## config.mk

```make
export PLATFORM = sky130hd
export DESIGN_NAME = adf4159_reg_writer_flat
export DESIGN_NICKNAME = d
export VERILOG_FILES = /design/src/rtl/adf4159_reg_writer_if.sv /design/src/rtl/adf4159_reg_writer.sv /design/src/flat_wrapper.sv
export SDC_FILE = /design/constraint.sdc
export NUM_CORES = 1
export LEC_CHECK = 0
export ABC_AREA = 0
export BUFFER_PORTS_ARGS = -buffer_cell sky130_fd_sc_hd__buf_2
export CAP_MARGIN = 30
export CORE_MARGIN = 2
export CORE_UTILIZATION = 30
export CTS_CLUSTER_SIZE = 8
export DETAILED_ROUTE_END_ITERATION = 8
export PLACE_DENSITY = 0.44
export SKIP_LAST_GASP = 1
export SYNTH_ARGS = -nofsm -noshare
export SYNTH_HDL_FRONTEND = slang
export SYNTH_SLANG_ARGS = --single-unit
```

## constraint.sdc

```tcl
create_clock -name clk -period 6.1 [get_ports clk]
set_input_delay 0.61 -clock clk [delete_from_list [all_inputs] [get_ports clk]]
set_output_delay 0.61 -clock clk [all_outputs]
set_load 0.03 [all_outputs]
```

## src/rtl/adf4159_reg_writer_if.sv

```systemverilog
// Load request and 3-wire SPI bundle between a PLL load sequencer and one ADF4159 writer.
// The request side and the SPI pins share one bundle so a checker can bind to a single instance.
interface adf4159_reg_writer_if;
  // Handshake: load is a level request. It is taken on the first clk edge where the writer is idle.
  // busy rises on that same edge and is the not-ready indication.
  // A load seen while busy is dropped, not queued.
  logic        load;
  logic [11:0] ints;
  logic [24:0] fracs;
  logic        busy;
  logic        spi_clk;
  logic        spi_data;
  logic        spi_le;

  modport master (output load, ints, fracs, input busy, spi_clk, spi_data, spi_le);
  modport slave  (input load, ints, fracs, output busy, spi_clk, spi_data, spi_le);
endinterface

```

## src/rtl/adf4159_reg_writer.sv

```systemverilog
// ADF4159 register writer: latches INT/FRAC on load and shifts R7..R0 (first load) or R1,R0 MSB-first.
// Define ADF4159_FULL_REWRITE_EN to write the full R7..R0 set on every load.
module adf4159_reg_writer #(
  parameter int          CLK_DIV = 2,
  parameter int          LE_GAP  = 4,
  parameter logic [3:0]  R0_MUX  = 4'b0110,
  parameter logic [31:0] R2_VAL  = 32'h0700800A,
  parameter logic [31:0] R3_VAL  = 32'h00430043,
  parameter logic [31:0] R4_VAL  = 32'h00180104,
  parameter logic [31:0] R5_VAL  = 32'h00000005,
  parameter logic [31:0] R6_VAL  = 32'h00000006,
  parameter logic [31:0] R7_VAL  = 32'h00000007
) (
  input  logic                       clk,
  input  logic                       rst,
  adf4159_reg_writer_if.slave        bus,
  output logic [1:0]                 dbg_state
);

  typedef enum logic [1:0] {IDLE, SETUP, SHIFT, GAP} state_t;

  localparam logic [15:0] DIV_LAST = 16'(CLK_DIV - 1);
  localparam logic [15:0] GAP_LAST = 16'(LE_GAP - 1);

  state_t      state;
  logic [11:0] ints_q;
  logic [24:0] fracs_q;
  logic [30:0] shreg;
  logic [2:0]  idx;
  logic [4:0]  bit_cnt;
  logic [15:0] div_cnt;
  logic [2:0]  start_idx;
  logic [31:0] first_word;
  logic [31:0] next_word;
`ifndef ADF4159_FULL_REWRITE_EN
  logic        first_done;
`endif

  // Register index doubles as word selector; the sequence always counts down to R0.
  function automatic logic [31:0] word_of(input logic [2:0] i, input logic [11:0] iv,
                                          input logic [24:0] fv);
    case (i)
      3'd0:    word_of = {1'b0, R0_MUX, iv, fv[24:13], 3'b000};
      3'd1:    word_of = {4'b0000, fv[12:0], 12'h000, 3'b001};
      3'd2:    word_of = R2_VAL;
      3'd3:    word_of = R3_VAL;
      3'd4:    word_of = R4_VAL;
      3'd5:    word_of = R5_VAL;
      3'd6:    word_of = R6_VAL;
      default: word_of = R7_VAL;
    endcase
  endfunction

  always_comb begin
`ifdef ADF4159_FULL_REWRITE_EN
    start_idx = 3'd7;
`else
    start_idx = first_done ? 3'd1 : 3'd7;
`endif
    first_word = word_of(start_idx, bus.ints, bus.fracs);
    next_word  = word_of(idx - 3'd1, ints_q, fracs_q);
  end

  assign dbg_state = state;

  always_ff @(posedge clk or negedge rst) begin
    if (!rst) begin
      state        <= IDLE;
      bus.busy     <= 1'b0;
      bus.spi_clk  <= 1'b0;
      bus.spi_data <= 1'b0;
      bus.spi_le   <= 1'b1;
      ints_q       <= '0;
      fracs_q      <= '0;
      shreg        <= '0;
      idx          <= '0;
      bit_cnt      <= '0;
      div_cnt      <= '0;
`ifndef ADF4159_FULL_REWRITE_EN
      first_done   <= 1'b0;
`endif
    end else begin
      case (state)
        IDLE: begin
          if (bus.load) begin
            state        <= SETUP;
            bus.busy     <= 1'b1;
            ints_q       <= bus.ints;
            fracs_q      <= bus.fracs;
            idx          <= start_idx;
            shreg        <= first_word[30:0];
            bus.spi_data <= first_word[31];
            bus.spi_le   <= 1'b0;
            div_cnt      <= '0;
          end
        end
        SETUP: begin
          if (div_cnt == DIV_LAST) begin
            div_cnt     <= '0;
            bus.spi_clk <= 1'b1;
            bit_cnt     <= 5'd31;
            state       <= SHIFT;
          end else begin
            div_cnt <= div_cnt + 16'd1;
          end
        end
        SHIFT: begin
          if (div_cnt != DIV_LAST) begin
            div_cnt <= div_cnt + 16'd1;
          end else begin
            div_cnt <= '0;
            if (bus.spi_clk) begin
              // Falling edge: present the next lower bit while the device is not sampling.
              bus.spi_clk <= 1'b0;
              if (bit_cnt != 5'd0) begin
                bus.spi_data <= shreg[30];
                shreg        <= {shreg[29:0], 1'b0};
              end
            end else if (bit_cnt == 5'd0) begin
              bus.spi_le   <= 1'b1;
              bus.spi_data <= 1'b0;
              state        <= GAP;
            end else begin
              bit_cnt     <= bit_cnt - 5'd1;
              bus.spi_clk <= 1'b1;
            end
          end
        end
        GAP: begin
          if (div_cnt != GAP_LAST) begin
            div_cnt <= div_cnt + 16'd1;
          end else begin
            div_cnt <= '0;
            if (idx == 3'd0) begin
              state    <= IDLE;
              bus.busy <= 1'b0;
`ifndef ADF4159_FULL_REWRITE_EN
              first_done <= 1'b1;
`endif
            end else begin
              idx          <= idx - 3'd1;
              shreg        <= next_word[30:0];
              bus.spi_data <= next_word[31];
              bus.spi_le   <= 1'b0;
              state        <= SETUP;
            end
          end
        end
        default: state <= IDLE;
      endcase
    end
  end

endmodule

```

## src/flat_wrapper.sv

```systemverilog
// flat-port wrapper written by rule: the top's interface ports become plain ports
module adf4159_reg_writer_flat 
#(
  parameter int          CLK_DIV = 2,
  parameter int          LE_GAP  = 4,
  parameter logic [3:0]  R0_MUX  = 4'b0110,
  parameter logic [31:0] R2_VAL  = 32'h0700800A,
  parameter logic [31:0] R3_VAL  = 32'h00430043,
  parameter logic [31:0] R4_VAL  = 32'h00180104,
  parameter logic [31:0] R5_VAL  = 32'h00000005,
  parameter logic [31:0] R6_VAL  = 32'h00000006,
  parameter logic [31:0] R7_VAL  = 32'h00000007
)
  (clk, rst, dbg_state, bus_load, bus_ints, bus_fracs, bus_busy, bus_spi_clk, bus_spi_data, bus_spi_le);
  adf4159_reg_writer_if bus_i ();
  input  logic clk;
  input  logic rst;
  output logic [1:0] dbg_state;
  input wire logic [$bits(bus_i.load)-1:0] bus_load;
  input wire logic [$bits(bus_i.ints)-1:0] bus_ints;
  input wire logic [$bits(bus_i.fracs)-1:0] bus_fracs;
  output wire logic [$bits(bus_i.busy)-1:0] bus_busy;
  output wire logic [$bits(bus_i.spi_clk)-1:0] bus_spi_clk;
  output wire logic [$bits(bus_i.spi_data)-1:0] bus_spi_data;
  output wire logic [$bits(bus_i.spi_le)-1:0] bus_spi_le;
  assign bus_i.load = bus_load;
  assign bus_i.ints = bus_ints;
  assign bus_i.fracs = bus_fracs;
  assign bus_busy = bus_i.busy;
  assign bus_spi_clk = bus_i.spi_clk;
  assign bus_spi_data = bus_i.spi_data;
  assign bus_spi_le = bus_i.spi_le;
  adf4159_reg_writer #(.CLK_DIV(CLK_DIV), .LE_GAP(LE_GAP), .R0_MUX(R0_MUX), .R2_VAL(R2_VAL), .R3_VAL(R3_VAL), .R4_VAL(R4_VAL), .R5_VAL(R5_VAL), .R6_VAL(R6_VAL), .R7_VAL(R7_VAL)) u_core (.clk(clk), .rst(rst), .bus(bus_i), .dbg_state(dbg_state));
endmodule
```

==> flow_summary_export.csv, run 1 <==
group,metric,value,unit
outcome,status,"finished, final reports clean",
timing,fin_hold_ws,0.173,ns
route,via_per_inst,5.10,
yosys,synth_area_per_cell,11.2,sq um
layout,layout_common_cells,"dfrtp_1, buf_2, mux2_2",
hold_path,min_path_type,"input port to asynchronous set/reset pin",
timing,worst_slew_pin_slew,0.923,ns
cts,cts_made_buffers,9,
timing,worst_slack,3.11,ns
floorplanning,die_area,18500,sq um
global_route,grt_start_max_net_pins,70,
cts,insertion_delay,0.37,ns
layout,drive_above_1_share,0.280,
yosys,synth-seq-cells,99,
worst_setup_path,required,6.35,ns
route,drt_wl_total,12.6,mm
power_and_ir_drop,seqPwrFrac,0.515,
timing,setup_tns,0,ns
global_route,grt_pass1_vias,3936,
yosys,ys_seq_area_frac,0.473,
cts,cts_hold_buf,0,
route,vias,3714,
cts,cts_setup_buffers,0,
worst_setup_path,path_cells,"inv_1, ha_1, buf_4, nor2_1, and2_1, a222oi_1, nand2_1, mux2_4",
worst_setup_path,reg2reg_depth,8,
placement,place_congestion,0.760,
global_route,grt_pass1_wl,21.1,mm
worst_setup_path,r2r-start,"u_core.dbg_state[0]",
timing,fin_crit_sh,0.489,
route,drc,0,
cts,clock-root-buffer,"clkbuf_16",
cts,cts_max_level,3,
yosys,ys_warn_count,0,
yosys,synth_top_area_frac,0.468,
flow_run,max_cap_violations,0,
power_and_ir_drop,power.switching,315,uW
floorplanning,die_h,136,um
route,drtAntennaViolNets,0,
worst_setup_path,crit_start,"u_core.dbg_state[0]",
yosys,synth_edf_count,0,
cts,cts_resized,0,
worst_setup_path,crit_fanout,24,
yosys,yosys.area.top_type,"dfrtp_1",
placement,post-place-cells,711,
layout,final_cells,728,
power_and_ir_drop,power.density,213,nW/um^2
power_and_ir_drop,power_frac_clock,0.462,
power_and_ir_drop,finalPower,1.27,mW
worst_setup_path,cp_slowest_cell,"ha_1",
layout,finalInstanceArea,5970,sq um
timing,rsz0062_at_grt,"false",
global_route,grt_use_total,0.147,
placement,place_area,5650,sq um
cts,clock-sinks,99,
cts,cts_buffer_depth,2,
layout,syn_to_final_growth,13.9,%
global_route,overflow,0,
worst_setup_path,slowest_delay,0.78,ns
timing,relSlewSlack,0.385,
route,drtIter0Drc,161,
worst_setup_path,reg2reg_slack,3.11,ns
timing,hold_viol,0,
timing,skew,0.0151,ns
placement,pre_cts_slack,3.11,ns
floorplanning,placementRows,48,
floorplanning,start_util,0.305,
yosys,synth.area.top_cells,"dfrtp_1, mux2_2, mux2_4, ha_1, nand2_1",
layout,layout_commonest_cell,"dfrtp_1",
floorplanning,dieWidth,136,um
worst_setup_path,worst-path-buf-inv,2,
yosys,synthCells,468,
layout,nets,551,
timing,maxSlewViolCount,0,
power_and_ir_drop,switching_share,0.248,
cts,clk_pin_slew_worst_paths,0.08,ns
power_and_ir_drop,irDropWorstVdd,0.141,mV
worst_setup_path,critPathCapture,"u_core.shreg[21]",
worst_setup_path,crit_cells,8,
yosys,synth_area,5240,sq um
timing,fmax,335,MHz
power_and_ir_drop,p_int,957,uW
route,first_pass_iters,7,
worst_setup_path,cp-start-kind,"flop",
timing,setup_viol,0,
yosys,async_flop_share,1.00,
worst_setup_path,critical_path_class,"flop to flop",
yosys,synth_fp_nets,521,
floorplanning,core,17200,sq um
worst_setup_path,arrival,3.23,ns
timing,finalCriticalPeriod,2.99,ns
yosys,ys_types,57,
placement,dpl.hpwl,8.47,mm
floorplanning,ios,46,
layout,fin_util,0.348,
worst_setup_path,worst_setup_path_end_kind,"flop",
global_route,antenna_found_initial,0,
worst_setup_path,crit_family,"adder cells",
route,wire_per_inst,17.4,um
cts,cts_tree,"done",
placement,port_buffers,45,
layout,diodes,0,
power_and_ir_drop,p_leak,2.76,nW
power_and_ir_drop,comb_power_share,0.023,
yosys,ys.flop_type,"dfrtp_1",
worst_setup_path,r2r-end,"u_core.shreg[21]",
## how the worst min path moves through the flow
stage | end | slack, ns | depth (start not counted)
global route | u_core.fracs_q[16] | 0.20 | 1
CTS | u_core.fracs_q[16] | 0.19 | 1
detailed placement | u_core.bit_cnt[4] | 0.48 | 1
global placement | u_core.bit_cnt[4] | 0.48 | 1
finish | u_core.fracs_q[16] | 0.17 | 1
floorplan | u_core.bit_cnt[0] | 0.31 | 0
## Yosys cell counts (all sizes together), types with 2 or more instances
| master | number |
|---|---|
| and4 | 2 |
| o22a | 3 |
| clkbuf | 19 |
| a211oi | 4 |
| nor3b | 6 |
| nor3 | 10 |
| a22o | 9 |
| nand3b | 4 |
| a222oi | 5 |
| nor2 | 16 |
| nor4 | 6 |
| nand3 | 11 |
| a21oi | 20 |
| mux2i | 7 |
| o21a | 3 |
| o21ai | 21 |
| a22oi | 8 |
| nand2b | 2 |
| or2 | 3 |
| inv | 15 |
| o311ai | 4 |
| nand4 | 6 |
| nand2 | 40 |
| o211ai | 2 |
| mux2 | 64 |
| and3 | 3 |
| ha | 13 |
| dfrtp | 98 |
| buf | 12 |
| a221oi | 7 |
| o31ai | 13 |
| xnor2 | 5 |
| nor4b | 4 |
| a21o | 2 |
| xor2 | 7 |
| nor2b | 2 |
## power by group through the flow
stage	clock (mW)	sequential (mW)	combinational, mW
after floorplan	0	0.669	0.000842
after global placement	0	0.669	0.0310
after detailed placement	0	0.669	0.0316
after CTS	0.613	0.656	0.0317
after global routing	0.636	0.656	0.0344
final	0.587	0.656	0.0294
## cells by family (layout without fill, tap and decap cells)
kind of cell,Yosys count,count (layout),synth area share
flops,99,99,0.473
xor+xnor,12,12,0.0201
buf+inv,46,81,0.0389
compound gates,109,109,0.149
mux,71,71,0.168
simple gates,118,118,0.120
fa+ha+maj,13,13,0.0310
## flip-flops by register name, indices dropped and copies added, names as in the netlist
name and cells:
u_core.first_done 1, u_core.idx 3, u_core.ints_q 12, u_core.bit_cnt 5, u_core.bus.spi_le 1, u_core.shreg 31
u_core.dbg_state 2, u_core.bus.busy 1, u_core.div_cnt 16, u_core.bus.spi_data 1, u_core.bus.spi_clk 1, u_core.fracs_q 25
## cell type report
class                   instances  area, sq um
well taps                     225          282
clock inverters                 7         77.6
repair buffers                 50          289
clock buffers                   9          225
multi-input cells             323         2560
fillers                      1741        11200
inverters                      15         56.3
flip-flops and latches         99         2480
## routing by layer
metal	GRT usage	up-vias	routed length (um)
li1	-	1773	-
met1	0.206	1873	6250
met2	0.226	60	5780
met3	0.0384	8	492
met4	0.0347	0	126
met5	0	-	0
Power figures use the tool's default switching activity.
==> run 2: changes to the inputs <==
Settings changed: PLACE_DENSITY 0.44 to 0.45.
Clock period 6.1 ns to 2.7 ns, I/O delays scaled along.
==> run 2 against run 1 <==
Net effect: design area grew 1.9%; largest power group unchanged; first-iteration DRC count grew 68%; die area is the same; global-route usage shrank 0.50 points; clock power grew 120%; flip-flop and latch count is the same; via count grew 0.38%; clock skew shrank 0.0052 ns; register-to-register slack lost 2.8 ns; non-clock buffer count grew 16.
==> flow_summary_export.csv, run 2 (synthesized netlist as in run 1, its figures left out) <==
group,metric,value,unit
outcome,status,"finished, final reports clean",
cts,clk_pin_slew_worst_paths,0.07,ns
worst_setup_path,r2r-start,"u_core.div_cnt[0]",
route,routed.top_layer,"met4",
worst_setup_path,cp_slowest_cell,"a21o_4",
floorplanning,die_h,136,um
global_route,grt_pass1_wl,20.3,mm
cts,clock-root-buffer,"clkbuf_16",
route,met1_length,6.25,mm
route,drt_wl_total,12.5,mm
layout,syn_to_final_growth,16.1,%
floorplanning,dieWidth,136,um
worst_setup_path,r2r-end,"u_core.shreg[1]",
route,dr_wl_met2,5.65,mm
floorplanning,core,17200,sq um
power_and_ir_drop,irDropWorstVdd,0.294,mV
route,via_per_inst,5.01,
worst_setup_path,worst_setup_path_end_kind,"flop",
hold_path,min-delay-start,"bus_ints[7]",
timing,setup_tns,0,ns
hold_path,hold-path-endpoint,"u_core.ints_q[7]",
route,drc,0,
timing,finalCriticalPeriod,2.42,ns
layout,largest_reg_flops,31,
cts,cts_max_level,3,
timing,fin_hold_ws,0.147,ns
worst_setup_path,reg2reg_depth,6,
layout,largest_register,"u_core.shreg",
timing,maxSlewViolCount,0,
layout,nets,567,
layout,layout_common_cells,"dfrtp_1, buf_2, mux2_2",
worst_setup_path,reg2reg_slack,0.28,ns
route,first_pass_iters,4,
hold_path,holdPathStages,2,
placement,post-place-cells,727,
power_and_ir_drop,p_leak,2.84,nW
timing,skew,0.00986,ns
placement,place_congestion,0.772,
worst_setup_path,slowest_delay,0.50,ns
global_route,grt_start_max_net_pins,65,
timing,worst_slew_pin_slew,0.584,ns
placement,port_buffers,45,
global_route,grt_pass1_vias,3810,
timing,fin_crit_sh,0.896,
layout,drive_above_1_share,0.301,
flow_run,max_cap_violations,0,
cts,cts_buffer_depth,2,
cts,cts_resized,0,
floorplanning,placementRows,48,
power_and_ir_drop,power.density,468,nW/um^2
global_route,grt_use_total,0.142,
cts,clock-sinks,99,
layout,finalInstanceArea,6080,sq um
worst_setup_path,arrival,2.66,ns
route,vias,3728,
route,drtAntennaViolNets,0,
worst_setup_path,path_cells,"ha_1, nor4b_2, and4_1, o211ai_2, a21o_4, mux2_2",
timing,relSlewSlack,0.610,
floorplanning,die_area,18500,sq um
route,wire_per_inst,16.8,um
global_route,antenna_found_initial,0,
worst_setup_path,crit_fanout,31,
cts,cts_tree,"done",
timing,rsz0062_at_grt,"false",
timing,setup_viol,0,
timing,hold_viol,0,
worst_setup_path,required,2.94,ns
placement,dpl.hpwl,8.55,mm
layout,reg_top3,"u_core.shreg: 31 flops, u_core.fracs_q: 25 flops, u_core.div_cnt: 16 flops",
route,wl_met3,513,um
cts,insertion_delay,0.35,ns
timing,fmax,413,MHz
global_route,overflow,0,
placement,place_area,5780,sq um
layout,diodes,0,
hold_path,min_path_type,"input port to flop",
layout,final_cells,744,
worst_setup_path,cp-start-kind,"flop",
layout,layout_commonest_cell,"dfrtp_1",
floorplanning,ios,46,
route,drtIter0Drc,270,
worst_setup_path,critical_path_class,"flop to flop",
floorplanning,start_util,0.305,
cts,cts_made_buffers,9,
## run 2: cell count changes in the layout (fill, tap and decap cells not counted), sizes merged
cell and delta:
dlygate4sd3 +1, buf +15, clkinv +3, inv -3, clkinvlp -1, bufinv +1
## run 2: power breakdown
part | internal (mW) | switching [mW]
clock network | 0.717 | 0.581
logic | 0.0257 | 0.0428
registers | 1.48 | 0
total | 2.23 | 0.624
## run 2: worst max-delay path by stage
stage | start | endpoint | depth (start not counted)
after floorplan | u_core.dbg_state[0] | u_core.bit_cnt[4] | 7
after global placement | u_core.div_cnt[0] | u_core.shreg[1] | 6
after detailed placement | u_core.div_cnt[0] | u_core.shreg[1] | 6
after CTS | u_core.div_cnt[0] | u_core.shreg[1] | 6
after global routing | u_core.div_cnt[0] | u_core.shreg[1] | 6
final | u_core.div_cnt[0] | u_core.shreg[1] | 6
## run 2: per-stage QoR
stage               total power, mW  utilization  setup WS, ns
global placement               1.58        0.337         0.323
finish                         2.85        0.354         0.281
CTS                            2.91        0.354         0.256
global route                   2.96        0.354         0.165
floorplan                      1.51            -         0.443
detailed placement             1.58        0.337         0.274
## run 2: area by class of cell
cell class	instances	area, sq um
multi-input cells	323	2560
repair buffers	66	413
clock buffers	9	225
fillers	1763	11100
clock inverters	7	67.6
flip-flops and latches	99	2480
well taps	225	282
inverters	15	56.3
## run 2: critical path, delay by kind of cell, from the launching register on
family | cells | cell delay [ns]
adder cells (fa/ha/maj) | 1 | 0.27
AO/OA/AOI/OAI | 2 | 0.77
multiplexers | 1 | 0.39
flip-flops | 1 | 0.43
AND/OR/NAND/NOR | 2 | 0.42
## run 2: metal layers
layer  vias to the layer above  global-route usage
met5                         -                   0
met4                         0              0.0341
met2                        56               0.219
met3                         7              0.0362
li1                       1820                   -
met1                      1845               0.199
## run 2: what timing repair did
item | CTS | global route
hold buffers | 1 | 0
buffers inserted | 0 | 0
hold endpoints to repair | 35 | 0
==> run 3: changes to the inputs <==
Settings changed: CORE_UTILIZATION 30 to 40, PLACE_DENSITY 0.45 to 0.57, SETUP_SLACK_MARGIN set to 0.3, SLEW_MARGIN set to 20.
==> run 3 against run 2 <==
Net effect: clock skew barely moved; worst hold slack got worse by 0.0024 ns; first-iteration DRC count rose by 8.9%; power rose by 1.8%; critical path depth did not move; combinational power barely moved; design area fell by 0.66%; critical endpoint unchanged.
==> flow_summary_export.csv, run 3 (synthesized netlist as in run 1, its figures left out) <==
group,metric,value,unit
outcome,status,"finished, final reports clean",
power_and_ir_drop,comb_power_share,0.024,
global_route,gr-usage-met2,0.294,
worst_setup_path,worst_setup_path_end_kind,"flop",
route,drc,0,
route,drt_wl_total,12.2,mm
power_and_ir_drop,p_leak,2.83,nW
route,first_pass_iters,8,
cts,cts_max_level,3,
placement,dpl.hpwl,8.04,mm
timing,worst_slew_pin_slew,0.600,ns
global_route,grt_start_max_net_pins,62,
worst_setup_path,required,2.94,ns
worst_setup_path,worst-path-buf-inv,0,
hold_path,holdPathStages,2,
worst_setup_path,reg2reg_depth,6,
floorplanning,core,12700,sq um
worst_setup_path,path_cells,"ha_1, nor4b_2, and4_1, o211ai_2, a21o_4, mux2_2",
worst_setup_path,crit_cells,6,
floorplanning,dieWidth,118,um
global_route,antenna_found_initial,0,
flow_run,max_cap_violations,0,
placement,port_buffers,45,
cts,clk_pin_slew_worst_paths,0.08,ns
timing,rsz0062_at_grt,"true",
cts,cts_tree,"done",
layout,drive_above_1_share,0.310,
power_and_ir_drop,seqPwrFrac,0.511,
timing,hold_viol,0,
timing,setup_tns,0,ns
power_and_ir_drop,switching_share,0.227,
power_and_ir_drop,irDropWorstVdd,0.357,mV
timing,finalCriticalPeriod,2.32,ns
power_and_ir_drop,power.switching,658,uW
timing,fmax,432,MHz
global_route,grt_pass1_vias,3983,
layout,nets,567,
placement,place_congestion,0.755,
layout,diodes,0,
floorplanning,placementRows,41,
floorplanning,die_h,118,um
worst_setup_path,cp_slowest_cell,"dfrtp_1",
layout,layout_commonest_cell,"dfrtp_1",
route,wire_per_inst,17.7,um
floorplanning,start_util,0.412,
timing,fin_crit_sh,0.858,
cts,clock-sinks,99,
layout,syn_to_final_growth,15.3,%
layout,largest_register,"u_core.shreg",
power_and_ir_drop,power.density,480,nW/um^2
power_and_ir_drop,p_int,2.24,mW
layout,reg_top3,"u_core.shreg: 31 flops, u_core.fracs_q: 25 flops, u_core.div_cnt: 16 flops",
worst_setup_path,crit_family,"compound AO/OA/AOI/OAI gates",
timing,maxSlewViolCount,0,
worst_setup_path,slowest_delay,0.44,ns
route,via_per_inst,5.53,
global_route,overflow,0,
route,drtAntennaViolNets,0,
floorplanning,ios,46,
power_and_ir_drop,power_frac_clock,0.465,
global_route,use_met1,0.256,
worst_setup_path,crit_fanout,16,
cts,cts_made_buffers,9,
worst_setup_path,reg2reg_slack,0.38,ns
worst_setup_path,critical_path_class,"flop to flop",
cts,insertion_delay,0.35,ns
cts,clock-root-buffer,"clkbuf_16",
cts,cts_buffer_depth,2,
timing,setup_viol,0,
worst_setup_path,arrival,2.55,ns
route,drtIter0Drc,294,
timing,relSlewSlack,0.597,
layout,layout_common_cells,"dfrtp_1, buf_2, nand2_1, mux2_2, mux2_4",
timing,skew,0.0101,ns
timing,fin_hold_ws,0.144,ns
route,vias,3820,
global_route,grt_use_total,0.185,
floorplanning,die_area,14000,sq um
global_route,use_met3,0.0454,
global_route,grt.busiest_layer,"met2",
worst_setup_path,cp-start-kind,"flop",
hold_path,min_path_type,"input port to flop",
global_route,grt_pass1_wl,20.8,mm
layout,largest_reg_flops,31,
## run 3: cell types whose count changed in the layout (fill, tap and decap cells not counted), sizes merged
cell / before / now
inv: 16 / 18
buf: 65 / 64
clkinvlp: 0 / 1
clkinv: 5 / 2
a21o: 2 / 3
## run 3: what timing repair did
item / in CTS / in global routing
endpoints found under the setup margin: 2 / 20
resized for setup: 0 / 7
cloned: 1 / 0
hold buffers: 1 / 0
setup buffers: 0 / 0
endpoints found under the hold margin: 37 / 0
## run 3: power by group through the flow
| stage | sequential (mW) | clock (mW) | combinational (mW) |
|---|---|---|---|
| global placement | 1.51 | 0 | 0.0692 |
| floorplan | 1.51 | 0 | 0.00190 |
| CTS | 1.48 | 1.39 | 0.0725 |
| global route | 1.48 | 1.44 | 0.0795 |
| detailed placement | 1.51 | 0 | 0.0709 |
| finish | 1.48 | 1.35 | 0.0688 |
## run 3: path summary, 6_finish.rpt
path,to,start
worst min-delay path,u_core.fracs_q[17],bus_fracs[17]
min in group asynchronous,u_core.bit_cnt[3],rst
worst min register to register,u_core.bit_cnt[4],u_core.bit_cnt[4]
worst max register to register,u_core.shreg[1],u_core.div_cnt[0]
worst max-delay path,u_core.shreg[1],u_core.div_cnt[0]
max in group asynchronous,u_core.fracs_q[1],rst
## run 3: per-layer routing
| layer | wire length [um] | share of wire |
|---|---|---|
| met1 | 6070 | 0.50 |
| met2 | 5680 | 0.46 |
| met3 | 361 | 0.030 |
| met4 | 124 | 0.010 |
| met5 | 0 | 0 |
## run 3: area by class of cell
cell class              count  area (sq um)
fillers                  1234          6680
multi-input cells         324          2590
flip-flops and latches     99          2480
repair buffers             65           393
clock buffers               9           225
well taps                 172           215
clock inverters             7          83.8
inverters                  15          56.3
## run 3: stage by stage
stage | instance area, sq um | setup WS, ns | util | std cells | total power [mW]
5_1_grt | 6040 | 0.289 | 0.475 | 691 | 3.00
6_report | 6040 | 0.383 | 0.475 | 691 | 2.90
2_1_floorplan | 5240 | 0.443 | - | 468 | 1.51
3_5_place_dp | 5690 | 0.288 | 0.447 | 673 | 1.58
4_1_cts | 6020 | 0.278 | 0.473 | 691 | 2.95
3_3_place_gp | 5690 | 0.352 | 0.447 | 673 | 1.58
